File: src/rtl/alu_pkg.sv
// Shared ALU constants, pipeline register layouts and operand conditioning.
// Latency: n/a (definitions only).
// Backpressure: n/a (definitions only).
package alu_pkg;

    localparam logic OP_ADD = 1'b0;
    localparam logic OP_SUB = 1'b1;
    localparam int   XLEN   = 32;
    localparam int   HALF   = 16;

    // Stage A holds the finished low half plus the raw high operands.
    typedef struct packed {
        logic [HALF-1:0] lo_sum;
        logic            c16;
        logic            lo_zero;
        logic [HALF-1:0] hi_a;
        logic [HALF-1:0] hi_bx;
    } stage_a_t;

    // Stage B holds the complete result and its flags.
    typedef struct packed {
        logic [XLEN-1:0] sum;
        logic            c;
        logic            z;
        logic            n;
        logic            v;
    } result_t;

    // SUB is done as A + ~B + 1; the +1 enters as the low-half carry-in.
    function automatic logic [XLEN-1:0] cond_operand(input logic [XLEN-1:0] b, input logic op);
        return (op == OP_ADD) ? b : ~b;
    endfunction

endpackage

File: src/rtl/addsub_pipe32_if.sv
// Issue-side and writeback-side handshake bundle for the add/sub stage.
// Latency: n/a (wires only).
// Backpressure: valid/ready on both the operand and the result side.
interface addsub_pipe32_if
    import alu_pkg::*;
#(
    parameter int TAG_W = 4
);
    logic             in_valid;
    logic             in_ready;
    logic [XLEN-1:0]  in_a;
    logic [XLEN-1:0]  in_b;
    logic             in_op;
    logic [TAG_W-1:0] in_tag;

    logic             out_valid;
    logic             out_ready;
    logic [XLEN-1:0]  out_sum;
    logic             out_c;
    logic             out_z;
    logic             out_n;
    logic             out_v;
    logic [TAG_W-1:0] out_tag;

    // Upstream issuer and downstream consumer side.
    modport master (
        output in_valid, in_a, in_b, in_op, in_tag, out_ready,
        input  in_ready, out_valid, out_sum, out_c, out_z, out_n, out_v, out_tag
    );

    // The execution stage itself.
    modport slave (
        input  in_valid, in_a, in_b, in_op, in_tag, out_ready,
        output in_ready, out_valid, out_sum, out_c, out_z, out_n, out_v, out_tag
    );
endinterface

File: src/rtl/cla16.sv
// 16-bit carry-lookahead adder: four 4-bit groups under a second lookahead level.
// Latency: combinational.
// Backpressure: none.
module cla16 (
    input  logic [15:0] a_i,
    input  logic [15:0] b_i,
    input  logic        cin_i,
    output logic [15:0] sum_o,
    output logic        cout_o
);
    logic [15:0] g;
    logic [15:0] p;
    logic [15:0] c;
    logic [3:0]  gg;
    logic [3:0]  pg;
    logic [3:0]  gc;

    // Bit generate/propagate and the per-group generate/propagate terms.
    always_comb begin
        g  = a_i & b_i;
        p  = a_i ^ b_i;
        gg = '0;
        pg = '0;
        for (int k = 0; k < 4; k++) begin
            gg[k] = g[4*k+3]
                  | (p[4*k+3] & g[4*k+2])
                  | (p[4*k+3] & p[4*k+2] & g[4*k+1])
                  | ((&p[4*k+1 +: 3]) & g[4*k]);
            pg[k] = &p[4*k +: 4];
        end
    end

    // Second-level lookahead: group carry-ins and carry-out straight from cin.
    always_comb begin
        gc[0]  = cin_i;
        gc[1]  = gg[0] | (pg[0] & cin_i);
        gc[2]  = gg[1] | (pg[1] & gg[0]) | (pg[1] & pg[0] & cin_i);
        gc[3]  = gg[2] | (pg[2] & gg[1]) | (pg[2] & pg[1] & gg[0])
               | (pg[2] & pg[1] & pg[0] & cin_i);
        cout_o = gg[3] | (pg[3] & gg[2]) | (pg[3] & pg[2] & gg[1])
               | (pg[3] & pg[2] & pg[1] & gg[0]) | ((&pg) & cin_i);
    end

    // In-group carries from each group's carry-in, then the sum bits.
    always_comb begin
        c = '0;
        for (int k = 0; k < 4; k++) begin
            c[4*k]   = gc[k];
            c[4*k+1] = g[4*k] | (p[4*k] & gc[k]);
            c[4*k+2] = g[4*k+1] | (p[4*k+1] & g[4*k]) | (p[4*k+1] & p[4*k] & gc[k]);
            c[4*k+3] = g[4*k+2] | (p[4*k+2] & g[4*k+1]) | (p[4*k+2] & p[4*k+1] & g[4*k])
                     | ((&p[4*k +: 3]) & gc[k]);
        end
        sum_o = p ^ c;
    end

endmodule

File: src/rtl/addsub_pipe32.sv
// Two-stage 32-bit add/sub: low 16-bit half in stage A, high half plus flags in stage B.
// Latency: result valid two rising edges after accept; one op per cycle when unstalled.
// Backpressure: stage B holds on !out_ready, A holds behind it; in_ready drops only when both are full.
module addsub_pipe32
    import alu_pkg::*;
#(
    parameter int TAG_W = 4
) (
    input  logic           clk,
    input  logic           rst,
    input  logic           flush,
    addsub_pipe32_if.slave io
);
    logic [XLEN-1:0]  bx;
    logic [HALF-1:0]  lo_sum;
    logic             lo_c16;
    logic [HALF-1:0]  hi_sum;
    logic             hi_c32;

    logic             a_valid_q, a_valid_d;
    logic             b_valid_q, b_valid_d;
    stage_a_t         a_q, a_d;
    result_t          b_q, b_d;
    logic [TAG_W-1:0] a_tag_q;
    logic [TAG_W-1:0] b_tag_q;

    logic             b_free;
    logic             a_adv;
    logic             accept;

    assign bx = cond_operand(io.in_b, io.in_op);

    // Low half evaluated directly on the incoming operands.
    cla16 u_cla_lo (
        .a_i    (io.in_a[HALF-1:0]),
        .b_i    (bx[HALF-1:0]),
        .cin_i  (io.in_op),
        .sum_o  (lo_sum),
        .cout_o (lo_c16)
    );

    // High half evaluated from stage A registers with the registered mid carry.
    cla16 u_cla_hi (
        .a_i    (a_q.hi_a),
        .b_i    (a_q.hi_bx),
        .cin_i  (a_q.c16),
        .sum_o  (hi_sum),
        .cout_o (hi_c32)
    );

    // in_ready looks through to out_ready so a draining pipe never bubbles.
    assign b_free      = !b_valid_q || io.out_ready;
    assign a_adv       = a_valid_q && b_free;
    assign io.in_ready = !a_valid_q || b_free;
    assign accept      = io.in_valid && io.in_ready && !flush;

    // Stage A next contents: finished low half, high operands carried forward.
    always_comb begin
        a_d         = a_q;
        a_d.lo_sum  = lo_sum;
        a_d.c16     = lo_c16;
        a_d.lo_zero = (lo_sum == '0);
        a_d.hi_a    = io.in_a[XLEN-1:HALF];
        a_d.hi_bx   = bx[XLEN-1:HALF];
    end

    // Stage B next contents: full sum and NZCV; overflow judged on the conditioned operand.
    always_comb begin
        b_d     = b_q;
        b_d.sum = {hi_sum, a_q.lo_sum};
        b_d.c   = hi_c32;
        b_d.z   = a_q.lo_zero && (hi_sum == '0);
        b_d.n   = hi_sum[HALF-1];
        b_d.v   = (a_q.hi_a[HALF-1] == a_q.hi_bx[HALF-1]) && (hi_sum[HALF-1] != a_q.hi_a[HALF-1]);
    end

    // Occupancy next-state; flush empties both stages ahead of any accept or advance.
    always_comb begin
        a_valid_d = a_valid_q;
        b_valid_d = b_valid_q;
        if (flush) begin
            a_valid_d = 1'b0;
            b_valid_d = 1'b0;
        end else begin
            if (a_adv) begin
                b_valid_d = 1'b1;
            end else if (io.out_ready) begin
                b_valid_d = 1'b0;
            end
            if (accept) begin
                a_valid_d = 1'b1;
            end else if (a_adv) begin
                a_valid_d = 1'b0;
            end
        end
    end

    // Occupancy registers.
    always_ff @(posedge clk or posedge rst) begin
        if (rst) begin
            a_valid_q <= 1'b0;
            b_valid_q <= 1'b0;
        end else begin
            a_valid_q <= a_valid_d;
            b_valid_q <= b_valid_d;
        end
    end

    // Stage A data loads only on an accepted operation.
    always_ff @(posedge clk or posedge rst) begin
        if (rst) begin
            a_q     <= '0;
            a_tag_q <= '0;
        end else if (accept) begin
            a_q     <= a_d;
            a_tag_q <= io.in_tag;
        end
    end

    // Stage B data loads only when stage A moves forward, so a stalled result stays put.
    always_ff @(posedge clk or posedge rst) begin
        if (rst) begin
            b_q     <= '0;
            b_tag_q <= '0;
        end else if (a_adv && !flush) begin
            b_q     <= b_d;
            b_tag_q <= a_tag_q;
        end
    end

    assign io.out_valid = b_valid_q;
    assign io.out_sum   = b_q.sum;
    assign io.out_c     = b_q.c;
    assign io.out_z     = b_q.z;
    assign io.out_n     = b_q.n;
    assign io.out_v     = b_q.v;
    assign io.out_tag   = b_tag_q;

endmodule

File: src/flat_wrapper.sv
// flat-port wrapper written by rule: the top's interface ports become plain ports
module addsub_pipe32_flat import alu_pkg::*;
#(
    parameter int TAG_W = 4
)
  (clk, rst, flush, io_in_valid, io_in_a, io_in_b, io_in_op, io_in_tag, io_out_ready, io_in_ready, io_out_valid, io_out_sum, io_out_c, io_out_z, io_out_n, io_out_v, io_out_tag);
  addsub_pipe32_if #(.TAG_W(TAG_W)) io_i ();
  input  logic clk;
  input  logic rst;
  input  logic flush;
  input wire logic [$bits(io_i.in_valid)-1:0] io_in_valid;
  input wire logic [$bits(io_i.in_a)-1:0] io_in_a;
  input wire logic [$bits(io_i.in_b)-1:0] io_in_b;
  input wire logic [$bits(io_i.in_op)-1:0] io_in_op;
  input wire logic [$bits(io_i.in_tag)-1:0] io_in_tag;
  input wire logic [$bits(io_i.out_ready)-1:0] io_out_ready;
  output wire logic [$bits(io_i.in_ready)-1:0] io_in_ready;
  output wire logic [$bits(io_i.out_valid)-1:0] io_out_valid;
  output wire logic [$bits(io_i.out_sum)-1:0] io_out_sum;
  output wire logic [$bits(io_i.out_c)-1:0] io_out_c;
  output wire logic [$bits(io_i.out_z)-1:0] io_out_z;
  output wire logic [$bits(io_i.out_n)-1:0] io_out_n;
  output wire logic [$bits(io_i.out_v)-1:0] io_out_v;
  output wire logic [$bits(io_i.out_tag)-1:0] io_out_tag;
  assign io_i.in_valid = io_in_valid;
  assign io_i.in_a = io_in_a;
  assign io_i.in_b = io_in_b;
  assign io_i.in_op = io_in_op;
  assign io_i.in_tag = io_in_tag;
  assign io_i.out_ready = io_out_ready;
  assign io_in_ready = io_i.in_ready;
  assign io_out_valid = io_i.out_valid;
  assign io_out_sum = io_i.out_sum;
  assign io_out_c = io_i.out_c;
  assign io_out_z = io_i.out_z;
  assign io_out_n = io_i.out_n;
  assign io_out_v = io_i.out_v;
  assign io_out_tag = io_i.out_tag;
  addsub_pipe32 #(.TAG_W(TAG_W)) u_core (.clk(clk), .rst(rst), .flush(flush), .io(io_i));
endmodule
File: config.mk
export PLATFORM = sky130hd
export DESIGN_NAME = addsub_pipe32_flat
export DESIGN_NICKNAME = d
export VERILOG_FILES = /design/src/rtl/alu_pkg.sv /design/src/rtl/addsub_pipe32_if.sv /design/src/rtl/cla16.sv /design/src/rtl/addsub_pipe32.sv /design/src/flat_wrapper.sv
export SDC_FILE = /design/constraint.sdc
export NUM_CORES = 1
export LEC_CHECK = 0
export CORE_ASPECT_RATIO = 1.5
export CORE_MARGIN = 2
export CORE_UTILIZATION = 55
export DETAILED_ROUTE_END_ITERATION = 6
export PLACE_DENSITY_LB_ADDON = 0.08
export RECOVER_POWER = 50
export REMOVE_ABC_BUFFERS = 1
export SYNTH_ARGS = -nofsm -noshare
export SYNTH_HDL_FRONTEND = slang
export SYNTH_HIERARCHICAL = 1
export SYNTH_SLANG_ARGS = --single-unit
File: constraint.sdc
create_clock -name clk -period 10.22 [get_ports clk]
set_input_delay 2.555 -clock clk [delete_from_list [all_inputs] [get_ports clk]]
set_output_delay 2.555 -clock clk [all_outputs]
set_load 0.005 [all_outputs]
Word-level counts from Yosys, hierarchy flattened

Index checks and enable logic that the tools add are counted.

Flip-flop bits (word level): 96
Latch bits: 0
Memory bits (writable): 0
ROM bits: 0
Input bits: 74
Output and inout bits: 42
Logic and storage cells: 289
Memories kept: 0

$add $sub $neg: 0
Multipliers: 0
Divide/modulo/power cells: 0
Order comparisons: 0
Equal/unequal tests: 2
Shift operators: 0
Multiplexer cells: 7
Bitwise gates (word level): 225
Reduce and logical (&&, ||, !) cells: 41

Operator list:

| kind                | number |
|---|---|
| $and A1 B1 Y1       | 126 |
| $or A1 B1 Y1        | 92 |
| $xor A16 B16 Y16    | 4 |
| $reduce_and A3 Y1   | 16 |
| $and A16 B16 Y16    | 2 |
| $logic_not A16 Y1   | 2 |
| $mux W32            | 1 |
| $not A32 Y32        | 1 |
| $reduce_and A16 Y1  | 2 |
| $reduce_and A4 Y1   | 8 |
| $logic_and A1 B1 Y1 | 6 |
| $mux W1             | 6 |
| $reduce_bool A3 Y1  | 2 |
| $logic_not A1 Y1    | 3 |
| $logic_or A1 B1 Y1  | 2 |
| $eq A1 B1 Y1        | 1 |
| $ne A1 B1 Y1        | 1 |

Logic depth before layout (Yosys ltp)

Gate-level depths: netlist of the first run.

Depth in word-level cells: 15
Depth in mapped cells: 16
Gate-level depth less buffers: 13

Hierarchy

Netlist of the first run, hierarchy kept.

By module, submodules not included:

| module        | instances | cells an instance | area each (um^2) | seq. area each (um^2) |
|---|---|---|---|---|
| addsub_pipe32 | 1         | 262               | 4,144.0          | 2,377.3 |
| cla16         | 2         | 86                | 695.7            | 0.0 |

Least setup slack after synthesis of the first run

Ideal clock, no wire load.

Path type: input port to flip-flop
Start: in io_in_op
End: reg u_core/a_q[32] (netlist name)
Library setup time: 0.079 ns
Arrival: 5.334 ns
Required time: 10.141 ns
Path slack: 4.807 ns
Cell stages on the path: 16
Path buffers: 3
Path through: buf_2 -> buf_2 -> buf_4 -> xor2_1 -> ha_1 -> o21a_1 -> a21oi_2 -> a21oi_1 -> nand2_1 -> a21o_1 -> nor2b_1 -> fa_1 -> xnor2_1 -> nor4_1 -> nand4_1 -> mux2i_1

RTL lines:

| item                 | line                 | RTL |
|---|---|---|
| start, declared      | flat_wrapper.sv:14   | `input wire logic [$bits(io_i.in_op)-1:0] io_in_op;` |
| end signal, assigned | addsub_pipe32.sv:112 | `a_q <= '0;` |
| end signal, assigned | addsub_pipe32.sv:115 | `a_q <= a_d;` |
| end, declared        | addsub_pipe32.sv:22  | `stage_a_t a_q, a_d;` |

==> impl_metrics.py, run 1 <==
metrics = {
    "placed_design": {
        "portBuffers": 115,
        "placed_area_um2": 6711,
        "dp_hpwl_mm": 8.183,
        "pre_cts_ws_ps": 3971,
        "place_congestion": 0.8301,
        "dp.cells": 652,
    },
    "synthesis": {
        "yosysWarnings": 6,
        "ys_types": 50,
        "ys.flop_type": "dfrtp_1",
        "ys_seq_elements": 95,
        "syn_avg_cell_area_um2": 12.75,
        "syn_area_um2": 5535,
        "synthArstFlopShare": 1.000,
        "seq_area_frac_synth": 0.4295,
        "syn_inst": 434,
        "synth_top_cell_by_area": "dfrtp_1",
        "synth_top_area_frac": 0.4295,
        "synth_edf_count": 0,
        "yosys-top-cells-area": "dfrtp_1, mux2_2, mux2_4, ha_1, xor2_1",
    },
    "routing": {
        "drc": 0,
        "vias": 3703,
        "drtIter0Drc": 111,
        "routed_via_density": 5.543,
        "detail-route-antenna-nets": 0,
        "wl_per_cell_um": 16.53,
        "firstDrtPassIters": 4,
        "totalWireLength_mm": 11.04,
    },
    "cts": {
        "root_buffer": "clkbuf_16",
        "cts_max_level": 3,
        "cts_tree": "done",
        "cts.sinks": 95,
        "cts_hold_buf": 0,
        "clk_pin_slew_ps": 60,
        "clkLatencyLatePin_ps": 340,
        "post_cts_resized": 0,
        "post_cts_buffers": 0,
        "numCtsBuffers": 9,
        "cts_buffer_depth": 2,
    },
    "sta": {
        "hold_viol": 0,
        "rsz0062_at_grt": "no",
        "worst_slack_ps": 3822,
        "max_freq_ghz": 0.1563,
        "final-setup-viol-count": 0,
        "relSlewSlack": -0.8464,
        "slew_viol_final": 138,
        "worstMarginPinSlew_ps": 2770,
        "worst_clock_skew_ps": 4.972,
        "whs_ps": 499.0,
        "period_share": 0.6260,
        "fin_crit_ps": 6398,
        "fin_tns_setup_ps": 0,
    },
    "flow_run": {
        "max-cap-violations": 3,
    },
    "worst_setup_path": {
        "path_class": "in -> async",
        "critPathRequiredTime_ps": 10070,
        "crit_arrival_ps": 6250,
        "critPathMaxFanout": 54,
        "critPathMaxStageDelay_ps": 2050,
        "cp-end-kind": "async pin",
        "critPathSlowestCell": "clkbuf_1",
        "start_kind": "input port",
        "path_cells": "dlygate4sd3_1 > clkinvlp_2 > clkbuf_1",
    },
    "cells_and_area": {
        "n_antenna_cell": 0,
        "drive_above_1_share": 0.2242,
        "final_common_cell": "dfrtp_1",
        "area_delta_synth_final_pct": 26.88,
        "mostFrequentLayoutCells": "dfrtp_1, clkdlybuf4s50_1, mux2_2",
        "stdcell_area_um2": 7023,
        "final_nets": 662,
        "fill_cells": 728,
        "postLayoutCoreUtil": 0.7207,
        "stdcell_count": 668,
    },
    "power": {
        "totalPowerFinal_mw": 1.508,
        "peakVddDrop_v": 0.00008757,
        "p_leak_nw": 3.208,
        "p_per_area_nw_per_um2": 214.7,
    },
    "grt": {
        "overflow": 0,
        "antenna_found_initial": 0,
        "grt_pass1_vias": 3967,
        "grt_usage": 0.2137,
        "grt_pass1_wl_mm": 18.33,
        "grt_max_degree": 55,
    },
    "hold_path": {
        "min_path_type": "reg -> reg",
    },
    "floorplan": {
        "fp.dieW_um": 85.91,
        "rows": 44,
        "io_pins": 116,
        "start_util": 0.5681,
        "die-area_um2": 10900,
        "die_h_um": 126.9,
        "core_um2": 9744,
    },
    "status": {
        "status": "finished with violations",
        "violations": "capacitance limit, slew limit",
    },
}
==> state kept, by name, summed over array words and instances, names as in the netlist <==
register and flops:
u_core/io.out_c 1, u_core/io.out_tag 4, u_core/a_valid_q 1, u_core/a_q 50, u_core/io.out_z 1, u_core/io.out_valid 1, u_core/io.out_v 1, u_core/a_tag_q 4
u_core/io.out_sum 32
==> synth_stat cells (7+ instances only) <==
library cell / number
mux2_2: 53
fa_1: 8
dfrtp_1: 95
xnor2_1: 8
nand2_1: 15
nor2_1: 13
mux2_4: 38
a21oi_1: 7
ha_1: 32
xor2_1: 40
nand4_1: 7
buf_6: 7
inv_1: 26
==> final cells by class <==
cell class	count	area [um2]	area share
clock buffer	9	225.2	0.03207
clock inverter	7	95.09	0.01354
inverter	26	98.84	0.01407
multi-input combinational	298	2922	0.4160
sequential	95	2377	0.3385
tap	115	143.9	0.02049
timing repair buffer	118	1161	0.1653
==> critical path, delay by kind of cell <==
| family | cells | cell delay, ps |
|---|---|---|
| buf+inv | 3 | 3650 |
==> worst paths after layout <==
| check | start | to | slack (ps) | depth (start not counted) |
|---|---|---|---|---|
| max | rst | u_core/io.out_sum[0] | 3820 | 3 |
| min | u_core/io.out_sum[1] | u_core/io.out_sum[1] | 500 | 1 |
| max reg2reg | u_core/io.out_valid | u_core/io.out_tag[0] | 7160 | 4 |
| min reg2reg | u_core/io.out_sum[1] | u_core/io.out_sum[1] | 500 | 1 |
| max in group clk | io_out_ready | io_in_ready | 3890 | 3 |
| min in group asynchronous | rst | u_core/a_tag_q[3] | 3130 | 2 |
==> per-layer routing <==
layer  vias to the layer above  track usage  part of all wire
met5                         -            0                 0
met4                         0      0.09524             0.023
met3                        17      0.02537             0.039
met2                        83       0.3967              0.55
met1                      1846       0.2395              0.38
li1                       1757            -                 -
==> power by group <==
group,total [mW],switching [mW],internal (mW)
Combinational,0.581,0.235,0.346
Clock,0.357,0.142,0.215
Sequential,0.569,0.0692,0.500
Total,1.51,0.447,1.06
==> kinds of logic after synthesis <==
logic type | Yosys count | synth area share
AO/OA/AOI/OAI | 49 | 0.06691
AND/OR/NAND/NOR | 69 | 0.07098
flip-flops | 95 | 0.4295
adder cells (fa/ha/maj) | 40 | 0.1013
XOR/XNOR | 48 | 0.07595
buffers and inverters | 41 | 0.04272
multiplexers | 92 | 0.2127
(Power assumes the default switching activity.)
==> run 2, diff against run 1 <==
CORE_UTILIZATION = 47   (was 55)
clock period = 5.6 ns   (was 10.22 ns; I/O delays follow)
==> run 2 against run 1 <==
Net effect: critical endpoint is now u_core/a_q[32]; sequential share of layout area decreased by 0.32 points; core utilization decreased by 10 points; the run still ends with capacitance limit, slew limit left; count of clock-buffer cells in the layout increased by 1; cell count increased by 5.4%; sequential power increased by 83%.
==> impl_metrics.py, run 2 (same netlist as run 1, synthesis figures left out) <==
metrics = {
    "floorplan": {
        "core_um2": 11470,
        "start_util": 0.4825,
        "die_h_um": 136.9,
        "die-area_um2": 12680,
        "io_pins": 116,
        "rows": 48,
        "fp.dieW_um": 92.61,
    },
    "worst_setup_path": {
        "critPathMaxStageDelay_ps": 470,
        "cp_top_family": "adder cells",
        "path_cells": "buf_2 > xor2_1 > ha_1 > o21a_1 > a21oi_2 > a21oi_1 > nand2_1 > a21o_1 > nor2b_1 > fa_1 > xnor2_1 > nor4_1 > nand4_1 > mux2i_1",
        "reg2reg_from": "u_core/a_q[22]",
        "r2r_cells": 12,
        "critPathMaxFanout": 21,
        "regToRegEndpoint": "u_core/io.out_z",
        "cp-end-kind": "register",
        "startpoint": "io_in_op",
        "start_kind": "input port",
        "path_class": "in -> reg",
        "cp_num_buf_inv": 1,
        "path_depth": 14,
        "critPathSlowestCell": "buf_2",
        "rrSetupSlack_ps": 2820,
        "critPathRequiredTime_ps": 5860,
        "setup.worst_path.end": "u_core/a_q[32]",
        "crit_arrival_ps": 4420,
    },
    "routing": {
        "firstDrtPassIters": 4,
        "drc": 0,
        "totalWireLength_mm": 11.43,
        "drtIter0Drc": 104,
        "detail-route-antenna-nets": 0,
        "vias": 3706,
        "wl_per_cell_um": 16.24,
        "routed_via_density": 5.264,
    },
    "cells_and_area": {
        "final_nets": 663,
        "multiInputGateArea_um2": 2922,
        "drive_above_1_share": 0.2292,
        "top_register": "u_core/a_q",
        "stdcell_count": 704,
        "n_antenna_cell": 0,
        "fill_cells": 944,
        "final_common_cell": "dfrtp_1",
        "area_delta_synth_final_pct": 28.10,
        "mostFrequentLayoutCells": "dfrtp_1, clkdlybuf4s50_1, mux2_2",
        "largest_reg_flops": 50,
        "seq_area_um2": 2377,
    },
    "placed_design": {
        "dp.cells": 688,
        "portBuffers": 115,
        "dp_hpwl_mm": 8.646,
        "place_congestion": 0.8320,
    },
    "power": {
        "p_leak_nw": 3.220,
        "p_seq_frac": 0.376,
        "combPwrFrac": 0.383,
        "clkPwrFrac": 0.241,
        "power.internal_mw": 1.949,
        "sw_frac_of_total": 0.2950,
        "switchingPower_mw": 0.8157,
        "p_per_area_nw_per_um2": 389.9,
        "totalPowerFinal_mw": 2.765,
        "peakVddDrop_v": 0.0001910,
    },
    "cts": {
        "numCtsBuffers": 9,
        "cts_hold_buf": 0,
        "post_cts_resized": 0,
        "clk_pin_slew_ps": 70,
        "cts_max_level": 3,
        "cts_tree": "done",
        "root_buffer": "clkbuf_16",
        "cts.sinks": 95,
        "cts_buffer_depth": 2,
        "post_cts_buffers": 0,
        "clkLatencyLatePin_ps": 340,
    },
    "sta": {
        "hold_viol": 0,
        "relSlewSlack": -0.4292,
        "final-setup-viol-count": 0,
        "worst_clock_skew_ps": 5.441,
        "worstMarginPinSlew_ps": 2132,
        "fin_crit_ps": 4164,
        "rsz0062_at_grt": "no",
        "max_freq_ghz": 0.2402,
        "fin_tns_setup_ps": 0,
        "slew_viol_final": 50,
        "period_share": 0.7436,
    },
    "status": {
        "status": "finished with violations",
        "violations": "capacitance limit, slew limit",
    },
    "grt": {
        "grt_max_degree": 55,
        "overflow": 0,
        "grt_pass1_vias": 3973,
        "grt_pass1_wl_mm": 18.84,
        "antenna_found_initial": 0,
        "grt_usage": 0.1941,
    },
    "hold_path": {
        "whs_path_depth": 1,
        "min_path_type": "reg -> reg",
    },
    "flow_run": {
        "max-cap-violations": 1,
    },
}
[run 2: cell count changes in the layout (fill, tap and decap cells not counted)]
cell        delta
buf_4          +2
clkbuf_2       +1
clkbuf_1       -2
clkbuf_8       +1
clkinvlp_4     +1
clkinv_2       -2
[run 2: area by class of cell]
class	instances	share of cell area
timing repair buffer	119	0.1655
inverter	26	0.01394
multi-input combinational	298	0.4120
tap	150	0.02647
clock inverter	6	0.01306
sequential	95	0.3353
clock buffer	10	0.03370
[run 2: per-stage QoR]
stage,instance area [um2],hold WS (ps),util,worst slack [ps]
finish,7091,499.3,0.6181,1436
global route,7091,516.6,0.6181,1058
CTS,7094,503.9,0.6185,1449
detailed placement,6763,490.1,0.5896,1084
global placement,6763,481.8,0.5896,1197
floorplan,5396,473.7,-,1479
[run 2: worst reg2reg max path, stage by stage (launching register included)]
cell and delay, ps:
dfrtp_1 390, ha_1 400, o21a_1 170, a21oi_2 80, a21oi_1 180, nand2_1 140, a21o_1 190, nor2b_1 140
fa_1 370, xnor2_1 170, nor3_1 240, nand3_1 110, o22ai_1 140
[run 2: worst min-delay path by stage]
stage                                startpoint               endpoint
final                            u_core/a_q[44]  u_core/io.out_sum[10]
after CTS                        u_core/a_q[44]  u_core/io.out_sum[10]
after detailed placement         u_core/a_q[45]  u_core/io.out_sum[11]
after floorplan                  u_core/a_q[34]   u_core/io.out_sum[0]
after global placement        u_core/a_tag_q[2]   u_core/io.out_tag[2]
after global routing      u_core/io.out_sum[13]  u_core/io.out_sum[13]
[run 2: power groups by stage]
stage | logic [mW] | clock network, mW | registers (mW)
final | 1.06 | 0.666 | 1.04
after global routing | 1.17 | 0.714 | 1.07
after CTS | 1.12 | 0.688 | 1.05
after detailed placement | 1.12 | 0 | 1.06
after global placement | 1.10 | 0 | 1.05
after floorplan | 0.642 | 0 | 1.04
[run 2: per-layer routing]
metal	track usage	wire, um	vias up
li1	-	-	1762
met2	0.3662	6295	99
met1	0.2082	4312	1829
met4	0.07843	259	0
met5	0	0	-
met3	0.04240	565	16
